[config.mk]
export PLATFORM = sky130hd
export DESIGN_NAME = video_timing_gen
export DESIGN_NICKNAME = d
export VERILOG_FILES = /design/src/rtl/vtg_pkg.sv /design/src/rtl/vtg_axis_counter.sv /design/src/rtl/video_timing_gen.sv
export SDC_FILE = /design/constraint.sdc
export NUM_CORES = 1
export LEC_CHECK = 0
export CORE_MARGIN = 3
export CORE_UTILIZATION = 45
export DETAILED_ROUTE_END_ITERATION = 10
export PLACE_DENSITY = 0.82
export SYNTH_ARGS = -nofsm -noshare
export SYNTH_HDL_FRONTEND = slang
export SYNTH_HIERARCHICAL = 1
export SYNTH_SLANG_ARGS = --single-unit
[constraint.sdc]
create_clock -name vclock_in -period 3.4 [get_ports vclock_in]
set_input_delay 0.51 -clock vclock_in [delete_from_list [all_inputs] [get_ports vclock_in]]
set_output_delay 0.51 -clock vclock_in [all_outputs]
set_load 0.005 [all_outputs]
[src/rtl/vtg_pkg.sv]
// vtg_pkg: shared timing record and validation rule for video_timing_gen.
package vtg_pkg;

  localparam int VTG_FIELD_W = 16;

  typedef struct packed {
    logic [VTG_FIELD_W-1:0] h_act;
    logic [VTG_FIELD_W-1:0] h_fp;
    logic [VTG_FIELD_W-1:0] h_sync;
    logic [VTG_FIELD_W-1:0] h_bp;
    logic [VTG_FIELD_W-1:0] v_act;
    logic [VTG_FIELD_W-1:0] v_fp;
    logic [VTG_FIELD_W-1:0] v_sync;
    logic [VTG_FIELD_W-1:0] v_bp;
  } vtg_timing_t;

  // A timing set is usable when the active and sync spans are non-empty and
  // each total (taken on the full 16b fields, two bits wider so nothing wraps)
  // fits a counter of the given width, i.e. total-1 <= 2**w - 1.
  function automatic logic vtg_valid(input vtg_timing_t t, input int h_w, input int v_w);
    logic [VTG_FIELD_W+1:0] h_tot;
    logic [VTG_FIELD_W+1:0] v_tot;
    logic [31:0]            h_lim;
    logic [31:0]            v_lim;
    h_tot = {2'b00, t.h_act} + {2'b00, t.h_fp} + {2'b00, t.h_sync} + {2'b00, t.h_bp};
    v_tot = {2'b00, t.v_act} + {2'b00, t.v_fp} + {2'b00, t.v_sync} + {2'b00, t.v_bp};
    h_lim = 32'd1 << h_w;
    v_lim = 32'd1 << v_w;
    return (t.h_act != '0) && (t.h_sync != '0) &&
           (t.v_act != '0) && (t.v_sync != '0) &&
           ({14'd0, h_tot} <= h_lim) && ({14'd0, v_tot} <= v_lim);
  endfunction

endpackage

[src/rtl/vtg_axis_counter.sv]
// vtg_axis_counter: one raster axis (pixels or lines). Counts 0..tot-1 while
// enabled and registers the sync level for the count it is about to show.
// Terminal count uses the timing in force now; the sync/blank decode uses the
// timing that will be in force next cycle, so a timing swap at the frame
// boundary is already reflected on the first 0,0 cycle.
module vtg_axis_counter
  import vtg_pkg::*;
#(
  parameter int   W        = 11,
  parameter logic SYNC_POL = 1'b0
) (
  input  logic         clk,
  input  logic         rst_n,
  input  logic         en,
  input  logic [W-1:0] cur_act,
  input  logic [W-1:0] cur_fp,
  input  logic [W-1:0] cur_sync,
  input  logic [W-1:0] cur_bp,
  input  logic [W-1:0] nxt_act,
  input  logic [W-1:0] nxt_fp,
  input  logic [W-1:0] nxt_sync,
  output logic [W-1:0] count,
  output logic         at_end,
  output logic [W-1:0] count_nxt,
  output logic         blank_nxt,
  output logic         sync
);

  logic [W-1:0] cur_tot_m1;
  logic [W-1:0] sync_start;
  logic [W-1:0] sync_end;
  logic         sync_nxt;

  assign cur_tot_m1 = cur_act + cur_fp + cur_sync + cur_bp - W'(1);
  assign at_end     = (count == cur_tot_m1);

  // Next count: advance when enabled, wrapping at the terminal count.
  always_comb begin
    count_nxt = count;
    if (en) begin
      count_nxt = at_end ? '0 : count + W'(1);
    end
  end

  assign sync_start = nxt_act + nxt_fp;
  assign sync_end   = sync_start + nxt_sync;
  assign sync_nxt   = (count_nxt >= sync_start) && (count_nxt < sync_end);
  assign blank_nxt  = (count_nxt >= nxt_act);

  // Count and sync registers.
  always_ff @(posedge clk or negedge rst_n) begin
    if (!rst_n) begin
      count <= '0;
      sync  <= ~SYNC_POL;
    end else begin
      count <= count_nxt;
      sync  <= sync_nxt ? SYNC_POL : ~SYNC_POL;
    end
  end

endmodule

[src/rtl/video_timing_gen.sv]
// video_timing_gen: parametrised raster timing generator.
// Build option VTG_RUNTIME_CFG_EN: when defined, a new timing set can be
// offered through the cfg_* handshake and is swapped in on a frame boundary.
// When undefined, timing is fixed to the parameters and the cfg outputs are 0.
//
// state      | meaning
// -----------+-------------------------------------------------------------
// ST_IDLE    | no timing held; cfg_ready_out high
// ST_PENDING | timing captured; checked next cycle, then held to frame end
module video_timing_gen
  import vtg_pkg::*;
#(
  parameter int   H_ACTIVE  = 1024,
  parameter int   H_FP      = 24,
  parameter int   H_SYNC    = 136,
  parameter int   H_BP      = 160,
  parameter int   V_ACTIVE  = 768,
  parameter int   V_FP      = 3,
  parameter int   V_SYNC    = 6,
  parameter int   V_BP      = 29,
  parameter logic HSYNC_POL = 1'b0,
  parameter logic VSYNC_POL = 1'b0,
  parameter int   HCOUNT_W  = 11,
  parameter int   VCOUNT_W  = 10
) (
  input  logic                vclock_in,
  input  logic                reset_n_in,
  input  logic                cfg_valid_in,
  output logic                cfg_ready_out,
  input  vtg_timing_t         cfg_timing_in,
  output logic                cfg_applied_out,
  output logic                cfg_err_out,
  output logic [HCOUNT_W-1:0] hcount_out,
  output logic [VCOUNT_W-1:0] vcount_out,
  output logic                hsync_out,
  output logic                vsync_out,
  output logic                blank_out,
  output logic                line_start_out,
  output logic                frame_start_out
);

  localparam vtg_timing_t PARAM_TIMING = '{
    h_act:  VTG_FIELD_W'(H_ACTIVE),
    h_fp:   VTG_FIELD_W'(H_FP),
    h_sync: VTG_FIELD_W'(H_SYNC),
    h_bp:   VTG_FIELD_W'(H_BP),
    v_act:  VTG_FIELD_W'(V_ACTIVE),
    v_fp:   VTG_FIELD_W'(V_FP),
    v_sync: VTG_FIELD_W'(V_SYNC),
    v_bp:   VTG_FIELD_W'(V_BP)
  };

  vtg_timing_t         cur_t;
  vtg_timing_t         nxt_t;
  logic                h_end;
  logic                v_end;
  logic                frame_end;
  logic [HCOUNT_W-1:0] h_nxt;
  logic [VCOUNT_W-1:0] v_nxt;
  logic                h_blank_nxt;
  logic                v_blank_nxt;
  logic                blank_q;
  logic                line_start_q;
  logic                frame_start_q;

  vtg_axis_counter #(.W(HCOUNT_W), .SYNC_POL(HSYNC_POL)) u_h_axis (
    .clk       (vclock_in),
    .rst_n     (reset_n_in),
    .en        (1'b1),
    .cur_act   (cur_t.h_act[HCOUNT_W-1:0]),
    .cur_fp    (cur_t.h_fp[HCOUNT_W-1:0]),
    .cur_sync  (cur_t.h_sync[HCOUNT_W-1:0]),
    .cur_bp    (cur_t.h_bp[HCOUNT_W-1:0]),
    .nxt_act   (nxt_t.h_act[HCOUNT_W-1:0]),
    .nxt_fp    (nxt_t.h_fp[HCOUNT_W-1:0]),
    .nxt_sync  (nxt_t.h_sync[HCOUNT_W-1:0]),
    .count     (hcount_out),
    .at_end    (h_end),
    .count_nxt (h_nxt),
    .blank_nxt (h_blank_nxt),
    .sync      (hsync_out)
  );

  vtg_axis_counter #(.W(VCOUNT_W), .SYNC_POL(VSYNC_POL)) u_v_axis (
    .clk       (vclock_in),
    .rst_n     (reset_n_in),
    .en        (h_end),
    .cur_act   (cur_t.v_act[VCOUNT_W-1:0]),
    .cur_fp    (cur_t.v_fp[VCOUNT_W-1:0]),
    .cur_sync  (cur_t.v_sync[VCOUNT_W-1:0]),
    .cur_bp    (cur_t.v_bp[VCOUNT_W-1:0]),
    .nxt_act   (nxt_t.v_act[VCOUNT_W-1:0]),
    .nxt_fp    (nxt_t.v_fp[VCOUNT_W-1:0]),
    .nxt_sync  (nxt_t.v_sync[VCOUNT_W-1:0]),
    .count     (vcount_out),
    .at_end    (v_end),
    .count_nxt (v_nxt),
    .blank_nxt (v_blank_nxt),
    .sync      (vsync_out)
  );

  assign frame_end = h_end & v_end;

  // Blank and strobes registered from the next count so they line up with it.
  // Out of reset the counters sit at 0,0, so both strobes start high.
  always_ff @(posedge vclock_in or negedge reset_n_in) begin
    if (!reset_n_in) begin
      blank_q       <= 1'b0;
      line_start_q  <= 1'b1;
      frame_start_q <= 1'b1;
    end else begin
      blank_q       <= h_blank_nxt | v_blank_nxt;
      line_start_q  <= (h_nxt == '0);
      frame_start_q <= (h_nxt == '0) && (v_nxt == '0);
    end
  end

  assign blank_out       = blank_q;
  assign line_start_out  = line_start_q;
  assign frame_start_out = frame_start_q;

`ifdef VTG_RUNTIME_CFG_EN

  localparam logic [0:0] ST_IDLE    = 1'b0;
  localparam logic [0:0] ST_PENDING = 1'b1;

  logic [0:0]  state_q;
  vtg_timing_t act_q;
  vtg_timing_t pend_q;
  logic        pend_ok_q;
  logic        applied_q;
  logic        err_q;
  logic        capture;
  logic        apply;
  logic        reject;
  logic        unused_bits;

  assign capture = cfg_valid_in && (state_q == ST_IDLE);
  assign reject  = (state_q == ST_PENDING) && !pend_ok_q;
  assign apply   = (state_q == ST_PENDING) && pend_ok_q && frame_end;

  // Reload FSM: capture, check one cycle later, hold until the frame boundary.
  always_ff @(posedge vclock_in or negedge reset_n_in) begin
    if (!reset_n_in) begin
      state_q   <= ST_IDLE;
      act_q     <= PARAM_TIMING;
      pend_q    <= '0;
      pend_ok_q <= 1'b0;
      applied_q <= 1'b0;
      err_q     <= 1'b0;
    end else begin
      applied_q <= apply;
      err_q     <= reject;
      case (state_q)
        ST_IDLE: begin
          if (capture) begin
            pend_q    <= cfg_timing_in;
            pend_ok_q <= vtg_valid(cfg_timing_in, HCOUNT_W, VCOUNT_W);
            state_q   <= ST_PENDING;
          end
        end
        ST_PENDING: begin
          if (apply) begin
            act_q <= pend_q;
          end
          if (apply || reject) begin
            state_q <= ST_IDLE;
          end
        end
        default: state_q <= ST_IDLE;
      endcase
    end
  end

  assign cur_t           = act_q;
  assign nxt_t           = apply ? pend_q : act_q;
  assign cfg_ready_out   = (state_q == ST_IDLE);
  assign cfg_applied_out = applied_q;
  assign cfg_err_out     = err_q;
  assign unused_bits     = ^{cur_t, nxt_t};

`else

  logic unused_bits;

  assign cur_t           = PARAM_TIMING;
  assign nxt_t           = PARAM_TIMING;
  assign cfg_ready_out   = 1'b0;
  assign cfg_applied_out = 1'b0;
  assign cfg_err_out     = 1'b0;
  assign unused_bits     = ^{cfg_valid_in, cfg_timing_in, cur_t, nxt_t, frame_end};

`endif

endmodule

Word level (Yosys, flattened, before mapping). Cells that the tools add are included.

Memories kept: 0. Output and inout bits: 29. Word-level logic and storage cells: 28. Input bits: 131. Register bits after elaboration: 26. Bits in writable memories: 0. Bits in latches: 0. Memory bits (read-only): 0.

$mul: 0. $lt $le $gt $ge: 6. Eq/ne operators: 2. Add/subtract/negate cells: 2. Divide/modulo/power cells: 0. Shift-type cells: 0. Multiplexer cells: 5. Reductions and logical operators: 5. Bitwise gates (word level): 1.

Operators with widths (count): 11-bit >= comparator (second input constant) (2); 10-bit >= comparator (second input constant) (2); 10-bit two-way mux (2); 11-bit by 1-bit adder with 11-bit output (second input constant) (1); 11-bit == test (second input constant) (1); 11-bit zero test (1); 11-bit < comparator (second input constant) (1); 11-bit two-way mux (1); 10-bit by 1-bit adder with 10-bit output (second input constant) (1); 10-bit == test (second input constant) (1); 10-bit zero test (1); 10-bit < comparator (second input constant) (1); 1-bit logical AND (3); 1-bit two-way mux (2); 1-bit bitwise OR (1).

Logic depth before layout (Yosys ltp).
Depth in word-level cells: 6. Mapped depth: 29. Depth with buffers taken out: 29.

By module. The synthesis kept the hierarchy.

By module, submodules not included: vtg_axis_counter (u_h_axis) (times used 1, cells each 427, sequential area each 301.5 um^2, area each 3574.7 um^2); vtg_axis_counter (u_v_axis) (times used 1, cells each 359, sequential area each 276.5 um^2, area each 3069.2 um^2); video_timing_gen (times used 1, cells each 17, sequential area each 77.6 um^2, area each 171.4 um^2).

Worst setup path before layout. No wires, ideal clock.

Path type: register -> register. Start point: register u_h_axis.count[7]. End point: register blank_q, in the netlist blank_out. Clock period less this slack: 3745 ps. Arrival: 3621 ps. Path buffers: 2. Setup slack: -345 ps. Data required time: 3276 ps. Setup time: 124 ps. Stages on the path, launching flop included: 16. Cell sequence: dfrtp_1 xor2_1 and4_1 or2_2 clkbuf_1 nor3_1 clkbuf_1 mux2i_1 a21oi_1 ha_1 a21o_1 a21o_1 a211o_1 a21oi_1 o31ai_1 or2_1.

Word-level cells in the longest chain between the ends: 4. Elaborated cells on any way between the ends: 7. Those cells by class: add/sub (1); order compare (2); eq/ne (1); mux (2); bitwise (1).

RTL lines: start, declared (RTL line vtg_axis_counter.sv:22) `output logic [W-1:0] count,`; start signal, assigned (RTL line vtg_axis_counter.sv:56) `count <= count_nxt;`; 11-bit == test (RTL line vtg_axis_counter.sv:35) `assign at_end = (count == cur_tot_m1);`; via h_end (RTL line video_timing_gen.sv:55) `logic h_end;`; 10-bit two-way mux (RTL line vtg_axis_counter.sv:40) `if (en) begin`; via v_nxt[1] (RTL line video_timing_gen.sv:59) `logic [VCOUNT_W-1:0] v_nxt;`; 10-bit >= comparator (RTL line vtg_axis_counter.sv:48) `assign blank_nxt = (count_nxt >= nxt_act);`; via v_blank_nxt (RTL line video_timing_gen.sv:61) `logic v_blank_nxt;`; 1-bit bitwise OR (RTL line video_timing_gen.sv:112) `blank_q <= h_blank_nxt | v_blank_nxt;`; end signal, assigned (RTL line video_timing_gen.sv:112); end, declared (RTL line video_timing_gen.sv:62) `logic blank_q;`.

The timed path passes the listed nets, and every way through them passes these cells.

Worst setup path in the final report.
Start point: register u_h_axis.count[6]. End point: register blank_q, in the netlist blank_out.

The elaborated chain is that of the path after synthesis.

==> impl_metrics.py <==
metrics = {
    "final_layout": {
        "area_growth_syn_to_layout_pct": 25.30,
        "final_area_sq_um": 8539,
        "final_nets": 1375,
        "drive_above_1_share_pct": 9.981,
        "final_util_pct": 58.10,
        "fillCellCount": 1306,
        "antenna_cells": 0,
    },
    "floorplan": {
        "die_area_sq_um": 16660,
        "initial_core_util_pct": 46.37,
        "core-area_sq_um": 14700,
        "die_w_um": 129.1,
        "num_rows": 44,
        "die_h_um": 129.1,
        "ios": 160,
    },
    "yosys": {
        "synth-seq-area-share_pct": 9.620,
        "yosysWarningCount": 6,
        "async_flop_share_pct": 100.0,
        "yosys.cell_types.count": 74,
        "netlist.area_leader.share_pct": 25.89,
        "ys_ff_latch": 26,
        "syn-cell-area_sq_um": 6815,
        "yosysTopAreaCell": "ha_1",
        "syn-instance-count": 803,
        "ys.flop_type": "dfrtp_1",
        "synth_edf_count": 0,
        "yosys-top-cells-area": "ha_1, fa_1, inv_1",
        "syn_area_per_cell_sq_um": 8.487,
    },
    "drt": {
        "viasPerCell": 4.803,
        "antenna_left": 0,
        "wl_per_cell_um": 11.14,
        "drt_pass1_iterations": 4,
        "drtIter0Drc": 176,
        "drc": 0,
        "vias": 5985,
        "totalWireLength_um": 13880,
    },
    "critical_path": {
        "path_max_fanout": 4,
        "end_kind": "register",
        "required_ps": 3540,
        "crit_end": "blank_out",
        "critPathKind": "register to register",
        "start_kind": "register",
        "reg2reg_from": "u_h_axis/count[6]",
        "startpoint": "u_h_axis/count[6]",
        "reg2regPathDepth": 18,
        "r2r_slack_ps": 30,
        "r2r_end": "blank_out",
        "worst_ep_arrival_time_ps": 3510,
    },
    "grt": {
        "antenna_found_initial": 0,
        "grt_pass1_wl_um": 24610,
        "grt_max_degree": 27,
        "grt_remaining_overflow": 0,
        "track_usage_pct": 17.16,
        "grt_pass1_vias": 6048,
    },
    "sta": {
        "finalMaxSlewViolations": 0,
        "hold_viol_final": 0,
        "fmax_mhz": 297.2,
        "min_period_over_period_pct": 98.98,
        "worst_clock_skew_ps": 6.165,
        "setup_ws_ps": 34.71,
        "period_needed_ps": 3365,
        "setup_viol": 0,
        "rsz0062_at_grt": "true",
    },
    "power": {
        "p_per_area_nw_per_um2": 405.3,
        "power.total_mw": 3.461,
        "vdd.ir_drop.worst_mv": 0.2048,
        "power.leakage_nw": 4.415,
    },
    "placement": {
        "hpwlAfterDp_um": 11950,
        "place_area_sq_um": 8289,
        "dp_slack_ps": -116.0,
        "place.gp.congestion": 0.8630,
        "portBuffers": 27,
    },
    "status": {
        "status": "finished clean",
    },
    "clock_network": {
        "insertion_delay_ps": 260,
        "cts_tree": "yes",
        "hold_buffers": 0,
        "cts_buffers": 3,
        "clockBufferDepth": 2,
        "path_clk_slew_ps": 70,
        "h-tree-depth": 1,
        "cts.sinks": 26,
        "cts-root-buf": "clkbuf_16",
    },
    "job": {
        "cap_viol_max_count": 0,
    },
    "min_path": {
        "hold_path.class": "primary input to asynchronous set/reset pin",
    },
}
final cells by class:
type                            instances  area [sq um]  area share, %
Clock buffer                            4         78.83         0.9231
Inverter                              150         563.0          6.593
Multi-Input combinational cell        805          6362          74.51
Sequential cell                        26         655.6          7.678
Tap cell                              184         230.2          2.696
Timing Repair Buffer                   77         649.4          7.604
kinds of logic (layout without fill, tap and decap cells):
group           Yosys count  count (layout)  synth area share [%]
compound gates          156             156                 15.88
buf+inv                 157             231                 8.812
fa+ha+maj               181             181                 37.64
other cells               2             187                0.1102
xor+xnor                 88              88                 11.69
mux                       8               8                 1.212
simple gates            185             185                 15.04
flops                    26              26                 9.620
timing repair:
| action | in CTS | in global routing |
|---|---|---|
| buffers inserted | 2 | 7 |
| endpoints found under the setup margin | 2 | 4 |
| pin swaps | 1 | 18 |
| resized for setup | 4 | 20 |
| gates cloned | 0 | 0 |
layer usage:
| metal | part of all wire (%) | up-vias | wire length, um | global-route usage, % |
|---|---|---|---|---|
| li1 | - | 3105 | - | - |
| met1 | 44 | 2782 | 6126 | 20.90 |
| met2 | 52 | 77 | 7247 | 32.99 |
| met3 | 1.6 | 21 | 223 | 0.4946 |
| met4 | 2.0 | 0 | 278 | 4.632 |
| met5 | 0 | - | 0 | 0 |
cell usage after synthesis, drive strengths merged (4+ instances only):
library cell,number
inv,150
ha,141
xnor2,61
nor2,43
a21oi,42
fa,40
nand2,28
xor2,27
o21ai,24
a21o,22
dfrtp,22
nor3,20
nand3,19
nand4,12
a211oi,10
nor2b,10
and3,9
nand2b,9
a31oi,8
o21a,8
nor4,7
o2111ai,7
mux2i,6
or3,6
or2,5
buf,4
dfstp,4
o211ai,4
o31ai,4
how the worst min path moves through the flow:
| stage | to | slack (ps) | depth (start not counted) |
|---|---|---|---|
| 6_report | u_v_axis/count[6] | 650 | 2 |
| 5_1_grt | u_v_axis/sync | 680 | 2 |
| 4_1_cts | u_v_axis/count[1] | 660 | 2 |
| 3_5_place_dp | u_v_axis/sync | 650 | 2 |
| 3_3_place_gp | u_v_axis/sync | 640 | 2 |
| 2_1_floorplan | blank_out | 210 | 0 |
sequential cells by signal, indices dropped and copies added, names as in the netlist:
register / count
u_h_axis/count: 11
u_v_axis/count: 10
blank_out: 1
frame_start_out: 1
line_start_out: 1
u_h_axis/sync: 1
u_v_axis/sync: 1
cell usage in the layout, fill, tap and decap left out, drive strengths merged, types with 9 or more instances in the layout:
cell type / n
a21o: 22
conb: 187
a211oi: 10
nand2: 28
buf: 50
xor2: 27
nor2b: 10
nor3: 20
nand3: 19
xnor2: 61
nand2b: 9
ha: 141
clkdlybuf4s50: 27
o21ai: 24
dfrtp: 22
nor2: 43
fa: 40
a21oi: 42
inv: 150
and3: 9
nand4: 12
through the flow:
step                      hold slack, ps  cells  setup TNS (ps)
final                              649.1   1246               0
after global routing               680.6   1246          -180.2
after CTS                          655.9   1239               0
after detailed placement           651.9   1233          -217.3
after global placement             639.3   1233          -159.9
after floorplan                    214.4    988          -42.30
critical path, stage by stage (launching register included):
cell      delay (ps)
dfrtp_1          410
xnor2_1          130
inv_1             60
and4_4           200
nor2_2            80
nand4_1          170
nor3_4           210
nand3_1          120
nor2_2           160
and3_4           210
nand3_1          110
xor2_1           210
a21oi_2           90
ha_1             320
o211ai_1         130
nor2_1            90
a211oi_2         160
o31ai_1          120
or2_1            240
report_power, final:
part	internal (mW)	total (mW)	leakage, nW	switching (mW)
logic	1.33	2.81	4.04	1.49
clock network	0.160	0.265	0.0382	0.104
registers	0.356	0.381	0.341	0.0249
total	1.85	3.46	4.41	1.61
Power figures use the tool's default switching activity.
